==> src/rtl/minterm_lister.sv <==
// minterm_lister: scans a latched truth table and lists the indices of its
// minterms, in ascending order, over a valid/ready handshake. It pulses done
// at the end of each scan and reports how many minterms were accepted.
module minterm_lister #(
   parameter int N_IN = 4
) (
   input  logic                    clk,
   input  logic                    rst,
   input  logic                    start,
   input  logic [(1<<N_IN)-1:0]    tt,
   output logic                    busy,
   output logic                    m_valid,
   input  logic                    m_ready,
   output logic [N_IN-1:0]         m_index,
   output logic                    done,
   output logic [N_IN:0]           count
);

   localparam logic [N_IN-1:0] LAST_IDX = '1;

   typedef enum logic [1:0] {
      IDLE = 2'd0,
      SCAN = 2'd1,
      EMIT = 2'd2,
      DONE = 2'd3
   } state_t;

   state_t                 state;
   logic [N_IN-1:0]        idx;
   logic [(1<<N_IN)-1:0]   tt_q;

   // Scan FSM; every output is registered. The last index is tested before
   // any increment, so idx never wraps.
   always_ff @(posedge clk or posedge rst) begin
      if (rst) begin
         state   <= IDLE;
         idx     <= '0;
         count   <= '0;
         busy    <= 1'b0;
         m_valid <= 1'b0;
         m_index <= '0;
         done    <= 1'b0;
         tt_q    <= '0;
      end else begin
         done <= 1'b0;
         case (state)
            IDLE: begin
               if (start) begin
                  tt_q  <= tt;
                  idx   <= '0;
                  count <= '0;
                  busy  <= 1'b1;
                  state <= SCAN;
               end
            end
            SCAN: begin
               if (tt_q[idx]) begin
                  m_index <= idx;
                  m_valid <= 1'b1;
                  state   <= EMIT;
               end else if (idx == LAST_IDX) begin
                  done  <= 1'b1;
                  state <= DONE;
               end else begin
                  idx <= idx + 1'b1;
               end
            end
            EMIT: begin
               if (m_ready) begin
                  m_valid <= 1'b0;
                  count   <= count + 1'b1;
                  if (idx == LAST_IDX) begin
                     done  <= 1'b1;
                     state <= DONE;
                  end else begin
                     idx   <= idx + 1'b1;
                     state <= SCAN;
                  end
               end
            end
            DONE: begin
               busy  <= 1'b0;
               state <= IDLE;
            end
            default: state <= IDLE;
         endcase
      end
   end

endmodule

==> config.mk <==
export PLATFORM = sky130hd
export DESIGN_NAME = minterm_lister
export DESIGN_NICKNAME = d
export VERILOG_FILES = /design/src/rtl/minterm_lister.sv
export SDC_FILE = /design/constraint.sdc
export NUM_CORES = 1
export LEC_CHECK = 0
export CORE_UTILIZATION = 50
export DETAILED_ROUTE_END_ITERATION = 6
export PLACE_DENSITY = 0.86
export SLEW_MARGIN = 20
export SYNTH_ARGS = -nofsm -noshare
export SYNTH_HDL_FRONTEND = slang
export SYNTH_SLANG_ARGS = --single-unit
==> constraint.sdc <==
create_clock -name clk -period 3.05 [get_ports clk]
set_clock_uncertainty 0.15 [all_clocks]
set_input_delay 0.61 -clock clk [delete_from_list [all_inputs] [get_ports clk]]
set_output_delay 0.61 -clock clk [all_outputs]
set_load 0.02 [all_outputs]
==> results.yml <==
worst_setup_path:
  path_cells: "mux4_2, mux4_2, nand2_1, mux2_1"
  critPathMaxStageDelay_ns: 0.64
  cp-end-kind: "flop"
  cpMaxStageDelayCell: "mux4_2"
  regToRegSetupSlack_ns: 0.50
  start_kind: "flop"
  critPathTopFamily: "multiplexers"
  critPathMaxFanout: 12
  crit_path_frequent_cell: "mux4_2"
  path_buf_inv: 0
  critPathRequiredTime_ns: 3.07
  critPathArrivalTime_ns: 2.58
  path_class: "flop to flop"
clock_network:
  cts_setup_buffers: 0
  cts_buffers: 5
  cts_tree: "yes"
  htreeDepth: 2
  clock-sinks: 34
  clock_latency_ns: 0.29
  ctsHoldBuffers: 0
  cts.clk_slew.worst_paths_ns: 0.06
  cts.root.buffer_cell: "clkbuf_8"
  cts_resized: 0
  clockBufferDepth: 2
power_and_ir_drop:
  power.total_mw: 2.389
  power.leakage_nw: 0.9738
  ir_drop_mv: 0.5243
  power.density_nw_per_um2: 1003
grt:
  antenna_found_initial: 0
  grtUsageTotal: 0.2207
  grt-ovfl-total: 0
  grt_max_degree: 35
  grt_pass1_vias: 1508
  grt_pass1_wl_um: 6796
drt:
  drc: 0
  routed-via-count: 1419
  vias_per_cell: 5.768
  drt_iter0_markers: 191
  wl_per_cell_um: 15.78
  drtPass1Iterations: 4
  wirelength_um: 3881
  ant_nets: 0
die:
  rows: 22
  start_util: 0.5256
  coreArea_um2: 3716
  die_w_um: 64.50
  dieArea_um2: 4160
  ios: 32
  chipHeight_um: 64.50
placement:
  dp.cells: 238
  gp_congestion: 0.8575
  hpwl_um: 2904
  numPortBuffers: 31
  place_ws_ns: 0.4950
cells_and_area:
  n_antenna_cell: 0
  instances_no_fill: 246
  syn_to_final_growth_pct: 21.91
  drive_gt1_frac: 0.2323
  nets: 223
synthesis:
  async_flop_share: 1.000
  yosys-top-cells-area: "dfrtp_1 44%, mux2_2 10%, mux4_2 10%"
  synth_nets: 193
  synth_top_area_frac: 0.4356
  yosysSeqAreaShare: 0.4356
  ys_ff_latch: 34
  synth.yosys.warnings: 0
  avgSynthCellArea_um2: 11.70
  synth_ff_type: "dfrtp_1"
  netlist_area_um2: 1953
  synth_top_cell_by_area: "dfrtp_1"
  synth-edff-count: 0
  ys_types: 38
  syn-instance-count: 167
sta:
  fin_crit_sh: 0.8376
  worst_slew_margin_rel: 0.6244
  tns_ns: 0
  setup_viol: 0
  worst_pin_slew_ns: 0.5634
  period_needed_ns: 2.555
  maxSlewViolCount: 0
  worst_slack_ns: 0.4952
  fmax_mhz: 391.4
  rsz0062_at_grt: "no"
  hold_viol: 0
  whs_ns: 0.3524
run:
  cap_violations: 0
min_path:
  min_path_type: "flop to flop"
outcome:
  status: "completed"
sequential cells by signal, summed over array words and instances (netlist names):
signal / count
busy: 1
count: 5
done: 1
idx: 4
m_index: 4
m_valid: 1
state: 2
tt_q: 16
final cells by class:
cell class	count	area, µm²
Inverter	9	33.78
Clock buffer	7	86.33
Clock inverter	1	5.005
Fill cell	305	1335
Sequential cell	34	850.8
Timing Repair Buffer	34	332.8
Tap cell	48	60.06
Multi-Input combinational cell	113	1012
final timing paths:
path / startpoint / end / cells after the start
worst max-delay path: idx[2]$_DFFE_PP0P_ / m_index[2]$_DFFE_PP0P_ / 4
min in group asynchronous: rst / tt_q[9]$_DFFE_PP0P_ / 3
worst min-delay path: m_index[0]$_DFFE_PP0P_ / m_index[0]$_DFFE_PP0P_ / 1
worst max register to register: idx[2]$_DFFE_PP0P_ / m_index[2]$_DFFE_PP0P_ / 4
worst min register to register: m_index[0]$_DFFE_PP0P_ / m_index[0]$_DFFE_PP0P_ / 1
max in group asynchronous: rst / tt_q[2]$_DFFE_PP0P_ / 3
power breakdown:
part | leakage, nW | total, mW | switching, mW | internal [mW]
Clock | 0.0482 | 0.339 | 0.157 | 0.182
Sequential | 0.419 | 0.837 | 0.196 | 0.640
Combinational | 0.507 | 1.21 | 0.591 | 0.623
Total | 0.974 | 2.39 | 0.944 | 1.45
placed cells by master (no fill, tap or decap), types with 6 or more instances in the layout:
master,n
inv_1,9
o21ai_0,9
a21oi_1,8
mux2_2,18
ha_1,6
nand2_1,12
clkdlybuf4s50_1,31
dfrtp_1,34
clkbuf_8,6
nor2_1,7
mux4_2,9
routing by layer:
layer / track usage / up-vias / share of wire
met2: 0.3789 / 33 / 0.53
met5: 0 / - / 0
li1: - / 671 / -
met4: 0.09722 / 0 / 0.019
met1: 0.2538 / 708 / 0.41
met3: 0.06514 / 7 / 0.040
worst register-to-register path, delay by kind of cell (launching register included):
| family | cells | cell delay [ns] |
|---|---|---|
| AND/OR/NAND/NOR | 1 | 0.16 |
| multiplexers | 3 | 1.55 |
| flip-flops | 1 | 0.58 |
per-stage QoR:
step | utilization | instance area [µm²]
final | 0.6407 | 2381
after global routing | 0.6407 | 2381
after CTS | 0.6407 | 2381
after detailed placement | 0.6162 | 2290
after global placement | 0.6162 | 2290
after floorplan | - | 1953
cell usage after synthesis, drive strengths merged (2+ instances only):
cell	count
dfrtp	34
mux2	20
nand2	12
o21ai	11
a21oi	9
clkbuf	9
inv	9
mux4	9
nor2	7
ha	6
a211oi	5
a2bb2oi	3
mux2i	3
nor2b	3
nor3	3
and3	2
buf	2
nand3	2
nor4	2
o2bb2ai	2
xnor2	2
kinds of logic (layout without fill, tap and decap cells):
kind of cell    count (synthesis)  count (layout)  synth area share
xor+xnor                        2               2          0.008970
flops                          34              34            0.4356
buf+inv                        20              51           0.04612
simple gates                   36              36           0.08841
fa+ha+maj                       6               6           0.03844
mux                            32              32            0.2345
compound gates                 37              37            0.1480
No activity file was read; power rests on OpenSTA's default activity.
